===== config.mk =====
export PLATFORM = sky130hd
export DESIGN_NAME = sparse_weight_packer_int8
export DESIGN_NICKNAME = d
export VERILOG_FILES = /design/src/rtl/sparse_weight_packer_int8.sv
export SDC_FILE = /design/constraint.sdc
export NUM_CORES = 1
export LEC_CHECK = 0
export CAP_MARGIN = 5
export CORE_MARGIN = 2
export CORE_UTILIZATION = 45
export DETAILED_ROUTE_END_ITERATION = 16
export PLACE_DENSITY = 0.76
export RECOVER_POWER = 100
export SETUP_SLACK_MARGIN = 0.2
export SYNTH_ARGS = -nofsm -noshare
export SYNTH_HDL_FRONTEND = slang
export SYNTH_SLANG_ARGS = --single-unit

===== constraint.sdc =====
create_clock -name clk -period 4.9 [get_ports clk]
set_input_delay 1.225 -clock clk [delete_from_list [all_inputs] [get_ports clk]]
set_output_delay 1.225 -clock clk [all_outputs]
set_load 0.1 [all_outputs]

===== src/rtl/sparse_weight_packer_int8.sv =====
// Sparse int8 weight packer: drops zero weights from a dense stream and writes
// surviving (index, value) pairs two per word into the packed weight store.
module sparse_weight_packer_int8 #(
    parameter int INDEX_WIDTH = 12,
    parameter int DATA_WIDTH  = 8,
    parameter int ADDR_WIDTH  = 12
) (
    input  logic                   clk,
    input  logic                   rst,
    input  logic                   start,
    input  logic [15:0]            vec_len,
    input  logic                   in_valid,
    output logic                   in_ready,
    input  logic [DATA_WIDTH-1:0]  in_data,
    output logic                   wr_en,
    output logic [ADDR_WIDTH-1:0]  wr_addr,
    output logic [INDEX_WIDTH-1:0] wr_idx0,
    output logic [INDEX_WIDTH-1:0] wr_idx1,
    output logic [DATA_WIDTH-1:0]  wr_val0,
    output logic [DATA_WIDTH-1:0]  wr_val1,
    output logic                   busy,
    output logic                   done,
    output logic [15:0]            nnz_pairs,
    output logic                   tail_odd,
    output logic [INDEX_WIDTH-1:0] tail_idx,
    output logic                   error
);

    typedef enum logic [1:0] {
        S_IDLE    = 2'd0,
        S_COLLECT = 2'd1,
        S_FLUSH   = 2'd2,
        S_DONE    = 2'd3
    } state_t;

    localparam logic [16:0] MAX_LEN = 17'(1 << INDEX_WIDTH);

    state_t                 state_q, state_d;
    logic [15:0]            vec_len_q, vec_len_d;
    logic [15:0]            elem_idx_q, elem_idx_d;
    logic                   hold_valid_q, hold_valid_d;
    logic [INDEX_WIDTH-1:0] hold_idx_q, hold_idx_d;
    logic [DATA_WIDTH-1:0]  hold_val_q, hold_val_d;
    logic [ADDR_WIDTH:0]    pair_cnt_q, pair_cnt_d;
    logic                   wr_en_q, wr_en_d;
    logic [ADDR_WIDTH-1:0]  wr_addr_q, wr_addr_d;
    logic [INDEX_WIDTH-1:0] wr_idx0_q, wr_idx0_d, wr_idx1_q, wr_idx1_d;
    logic [DATA_WIDTH-1:0]  wr_val0_q, wr_val0_d, wr_val1_q, wr_val1_d;
    logic                   busy_q, busy_d;
    logic                   done_q, done_d;
    logic                   tail_odd_q, tail_odd_d;
    logic [INDEX_WIDTH-1:0] tail_idx_q, tail_idx_d;
    logic                   error_q, error_d;

    logic                   accept;
    logic                   wr_req;
    logic [INDEX_WIDTH-1:0] req_idx0, req_idx1;
    logic [DATA_WIDTH-1:0]  req_val0, req_val1;

    // Handshake: an element transfers on a rising edge where in_valid and
    // in_ready are both high; in_ready depends only on state, never on in_valid.
    assign in_ready = (state_q == S_COLLECT);
    assign accept   = in_valid && in_ready;

    always_comb begin
        state_d      = state_q;
        vec_len_d    = vec_len_q;
        elem_idx_d   = elem_idx_q;
        hold_valid_d = hold_valid_q;
        hold_idx_d   = hold_idx_q;
        hold_val_d   = hold_val_q;
        pair_cnt_d   = pair_cnt_q;
        wr_en_d      = 1'b0;
        wr_addr_d    = wr_addr_q;
        wr_idx0_d    = wr_idx0_q;
        wr_idx1_d    = wr_idx1_q;
        wr_val0_d    = wr_val0_q;
        wr_val1_d    = wr_val1_q;
        busy_d       = busy_q;
        done_d       = 1'b0;
        tail_odd_d   = tail_odd_q;
        tail_idx_d   = tail_idx_q;
        error_d      = error_q;
        wr_req       = 1'b0;
        req_idx0     = hold_idx_q;
        req_idx1     = '0;
        req_val0     = hold_val_q;
        req_val1     = '0;

        case (state_q)
            S_IDLE: begin
                if (start) begin
                    vec_len_d    = vec_len;
                    elem_idx_d   = '0;
                    wr_addr_d    = '0;
                    hold_valid_d = 1'b0;
                    pair_cnt_d   = '0;
                    tail_odd_d   = 1'b0;
                    tail_idx_d   = '0;
                    error_d      = 1'b0;
                    busy_d       = 1'b1;
                    if (vec_len == 16'd0) begin
                        state_d = S_DONE;
                    end else if ({1'b0, vec_len} > MAX_LEN) begin
                        error_d = 1'b1;
                        state_d = S_DONE;
                    end else begin
                        state_d = S_COLLECT;
                    end
                end
            end
            S_COLLECT: begin
                if (accept) begin
                    elem_idx_d = elem_idx_q + 16'd1;
                    if (in_data != '0) begin
                        if (!hold_valid_q) begin
                            hold_valid_d = 1'b1;
                            hold_idx_d   = elem_idx_q[INDEX_WIDTH-1:0];
                            hold_val_d   = in_data;
                        end else begin
                            hold_valid_d = 1'b0;
                            wr_req       = 1'b1;
                            req_idx1     = elem_idx_q[INDEX_WIDTH-1:0];
                            req_val1     = in_data;
                        end
                    end
                    if (elem_idx_q + 16'd1 == vec_len_q) begin
                        state_d = S_FLUSH;
                    end
                end
            end
            S_FLUSH: begin
                if (hold_valid_q) begin
                    hold_valid_d = 1'b0;
                    wr_req       = 1'b1;
                    tail_odd_d   = 1'b1;
                    tail_idx_d   = hold_idx_q;
                end
                state_d = S_DONE;
            end
            S_DONE: begin
                busy_d  = 1'b0;
                done_d  = 1'b1;
                state_d = S_IDLE;
            end
            default: state_d = S_IDLE;
        endcase

        // The MSB of pair_cnt marks a full store; further pairs are dropped.
        if (wr_req) begin
            if (pair_cnt_q[ADDR_WIDTH]) begin
                error_d = 1'b1;
            end else begin
                wr_en_d    = 1'b1;
                wr_addr_d  = pair_cnt_q[ADDR_WIDTH-1:0];
                wr_idx0_d  = req_idx0;
                wr_idx1_d  = req_idx1;
                wr_val0_d  = req_val0;
                wr_val1_d  = req_val1;
                pair_cnt_d = pair_cnt_q + 1'b1;
            end
        end
    end

    always_ff @(posedge clk or posedge rst) begin
        if (rst) begin
            state_q      <= S_IDLE;
            vec_len_q    <= '0;
            elem_idx_q   <= '0;
            hold_valid_q <= 1'b0;
            hold_idx_q   <= '0;
            hold_val_q   <= '0;
            pair_cnt_q   <= '0;
            wr_en_q      <= 1'b0;
            wr_addr_q    <= '0;
            wr_idx0_q    <= '0;
            wr_idx1_q    <= '0;
            wr_val0_q    <= '0;
            wr_val1_q    <= '0;
            busy_q       <= 1'b0;
            done_q       <= 1'b0;
            tail_odd_q   <= 1'b0;
            tail_idx_q   <= '0;
            error_q      <= 1'b0;
        end else begin
            state_q      <= state_d;
            vec_len_q    <= vec_len_d;
            elem_idx_q   <= elem_idx_d;
            hold_valid_q <= hold_valid_d;
            hold_idx_q   <= hold_idx_d;
            hold_val_q   <= hold_val_d;
            pair_cnt_q   <= pair_cnt_d;
            wr_en_q      <= wr_en_d;
            wr_addr_q    <= wr_addr_d;
            wr_idx0_q    <= wr_idx0_d;
            wr_idx1_q    <= wr_idx1_d;
            wr_val0_q    <= wr_val0_d;
            wr_val1_q    <= wr_val1_d;
            busy_q       <= busy_d;
            done_q       <= done_d;
            tail_odd_q   <= tail_odd_d;
            tail_idx_q   <= tail_idx_d;
            error_q      <= error_d;
        end
    end

    assign wr_en     = wr_en_q;
    assign wr_addr   = wr_addr_q;
    assign wr_idx0   = wr_idx0_q;
    assign wr_idx1   = wr_idx1_q;
    assign wr_val0   = wr_val0_q;
    assign wr_val1   = wr_val1_q;
    assign busy      = busy_q;
    assign done      = done_q;
    assign nnz_pairs = 16'(pair_cnt_q);
    assign tail_odd  = tail_odd_q;
    assign tail_idx  = tail_idx_q;
    assign error     = error_q;

endmodule

==> flow_summary.ini <==
[outcome]
outcome = finished with violations
violations = capacitance limit, slew limit

[timing]
period_share_pct = 85.67
worst_pin_slew_ps = 2297
clock.fmax_ghz = 0.2382
rsz0062_at_grt = no
relSlewSlack_pct = -53.96
hold_viol_final = 0
setup_viol = 0
fin_tns_setup_ps = 0
fin_worst_skew_ps = 4.817
slew_viol_final = 50
period_minus_slack_ps = 4198

[floorplanning]
die_width_um = 123.0
start_util_pct = 45.92
die_h_um = 123.0
design.core.area_mm2 = 0.01388
ios = 114
rows = 43
dieArea_mm2 = 0.01513

[worst_setup_path]
critical_path_arrival_ps = 4470
crit_type = in2reg
startpoint = in_valid
start_kind = input pin
r2r_slack_ps = 1350
r2r-end = pair_cnt_q[10]
r2r_start = state_q[1]
crit_fanout = 45
critPathCaptureType = flop
crit_end = pair_cnt_q[10]
worstPathRequired_ps = 5170
ff2ff_path_depth = 10

[job]
drv_cap = 1

[cells_and_area]
final_cell_count_no_fill = 926
drive_gt1_share_pct = 10.99
ff_latch_area_mm2 = 0.003428
nets = 767
num_antenna_cells = 0
area_growth_pct = 28.46
fill_cells = 1129
multiInputGateArea_mm2 = 0.002673

[clock_network]
post_cts_resize_count = 0
htree_levels = 4
cts_hold_buf = 0
numCtsBuffers = 17
clock_latency_ps = 420
clk_path_buf_depth = 2
clk_pin_slew_ps = 60
postCtsSetupRepairBufs = 0
cts_tree = built
cts.sinks = 137
cts-root-buf = clkbuf_16

[synthesis]
yosys.area.top_type = dfrtp_1
synth_edf_count = 0
ys_async_sr_fraction_pct = 100.0
synth_top_area_share_pct = 53.79
synth_cell_type_count = 66
ys.flop_type = dfrtp_1
synthTopCellsByArea = dfrtp_1, nand2_1, mux2_2
syn_avg_cell_area_um2 = 10.02
yosysSeqAreaShare_pct = 53.79
synthCells = 636
synth.cell_area_mm2 = 0.006374
yosysWarningCount = 0
ys_seq_elements = 137

[placement]
dp.cells = 894
io_buffers = 110
dp_hpwl_mm = 10.77
place.gp.congestion = 0.9279

[routing]
drt_iter0_markers = 496
drc = 0
wirelength_mm = 15.72
via_per_inst = 5.553
ant_nets = 0
drtPass1Iterations = 5
vias = 5142
avgRoutedWirePerCell_um = 16.98

[grt]
track_usage_pct = 21.94
grt_pass1_vias = 4979
antenna_found_initial = 0
grt_pass1_wl_mm = 25.70
grt_overflow_total = 0
grt_max_degree = 83

[worst_hold_path]
hold_depth = 2
hp-class = reg2reg

[power]
ir_drop_mv = 0.2939
leakage_uw = 0.003909
power_density_mw_per_mm2 = 535.0
[metrics by stage]
step / worst slack, ps / hold WS (ps) / power (µW) / cell area [µm²] / util (%)
floorplan: 1968 / 434.8 / 2625 / 6385 / -
global placement: 857.1 / 452.0 / 2961 / 7552 / 54.41
detailed placement: 755.7 / 453.3 / 2998 / 7552 / 54.41
CTS: 1188 / 469.8 / 4452 / 8228 / 59.28
global route: 485.1 / 495.7 / 4584 / 8188 / 58.99
finish: 702.1 / 469.2 / 4380 / 8188 / 58.99
[critical path, cell delays in order]
cell	delay [ps]
dlygate4sd3_1	660
and3_1	450
a21boi_0	340
clkbuf_1	430
o211ai_1	200
inv_2	610
nor2_2	210
o21ai_0	240
o31ai_1	100
[synth_stat cells, types with 3 or more instances]
cell type / number
nand2_1: 161
dfrtp_1: 137
o21ai_0: 58
mux2_2: 36
nand3_1: 30
nor2_1: 19
a22o_1: 14
clkbuf_1: 14
xnor2_1: 13
inv_1: 11
a21oi_1: 10
buf_4: 8
buf_1: 6
buf_2: 6
ha_1: 6
nand4_1: 6
o21ai_1: 6
o31ai_1: 6
xor2_1: 6
a31oi_1: 5
buf_6: 5
nand2b_1: 5
nor4_1: 5
and3_1: 4
nor3_1: 4
and2_1: 3
or3_1: 3
or4_1: 3
[cells in the final DEF (no fill, tap or decap), types with 3 or more instances in the layout]
cell type,instances
a21boi_0,3
a21oi_1,10
a22o_1,14
a31oi_1,5
and3_1,4
bufinv_16,5
clkbuf_1,3
clkbuf_16,17
clkbuf_8,3
clkdlybuf4s50_1,24
conb_1,3
dfrtp_1,137
dlygate4sd3_1,86
ha_1,6
inv_1,10
inv_6,4
mux2_2,36
nand2_1,161
nand2b_1,5
nand3_1,30
nand4_1,6
nor2_1,19
nor3_1,4
nor4_1,5
o21ai_0,64
o31ai_1,6
or3_1,3
or4_1,3
xnor2_1,13
xor2_1,6
[layer usage]
metal,track usage (%),part of all wire (%)
met1,29.73,43
met2,34.84,48
met3,5.120,6.6
met4,7.528,1.6
met5,0,0
[state kept, by name (all words and copies together), names as in the netlist, 12 cells and up]
| name | cells |
|---|---|
| tail_idx | 12 |
| wr_addr | 12 |
| pair_cnt_q | 13 |
| hold_idx_q | 12 |
| wr_idx1 | 12 |
| elem_idx_q | 16 |
| vec_len_q | 16 |
| wr_idx0 | 12 |
[cells by family after synthesis]
| kind of cell | after synthesis | synth area share [%] |
|---|---|---|
| buffers and inverters | 51 | 4.181 |
| other | 1 | 0.05884 |
| multiplexers | 38 | 6.694 |
| adder cells (fa/ha/maj) | 6 | 1.178 |
| XOR/XNOR | 20 | 2.866 |
| flip-flops | 137 | 53.79 |
| AND/OR/NAND/NOR | 263 | 19.51 |
| AO/OA/AOI/OAI | 120 | 11.72 |
[layout make-up]
class | instances | area share, %
inverters | 12 | 0.5654
clock inverters | 12 | 2.552
clock buffers | 20 | 5.700
well taps | 180 | 2.751
multi-input cells | 450 | 32.64
repair buffers | 115 | 13.92
flip-flops and latches | 137 | 41.87
[worst min path at each step]
stage	slack, ps	to	from
2_1_floorplan	430	wr_val0[0]	hold_val_q[0]
3_3_place_gp	450	wr_val0[2]	hold_val_q[2]
3_5_place_dp	450	wr_val0[2]	hold_val_q[2]
4_1_cts	470	wr_val0[5]	hold_val_q[5]
5_1_grt	500	wr_idx1[9]	wr_idx1[9]
6_report	470	wr_val0[5]	hold_val_q[5]
[where the power goes]
group | switching [µW] | total, µW | leakage [µW] | internal [µW]
Combinational | 1020 | 1450 | 0.00174 | 425
Clock | 493 | 1440 | 0.000324 | 951
Sequential | 160 | 1490 | 0.00184 | 1330
Total | 1680 | 4380 | 0.00391 | 2700
No activity file was read; power rests on OpenSTA's default activity.
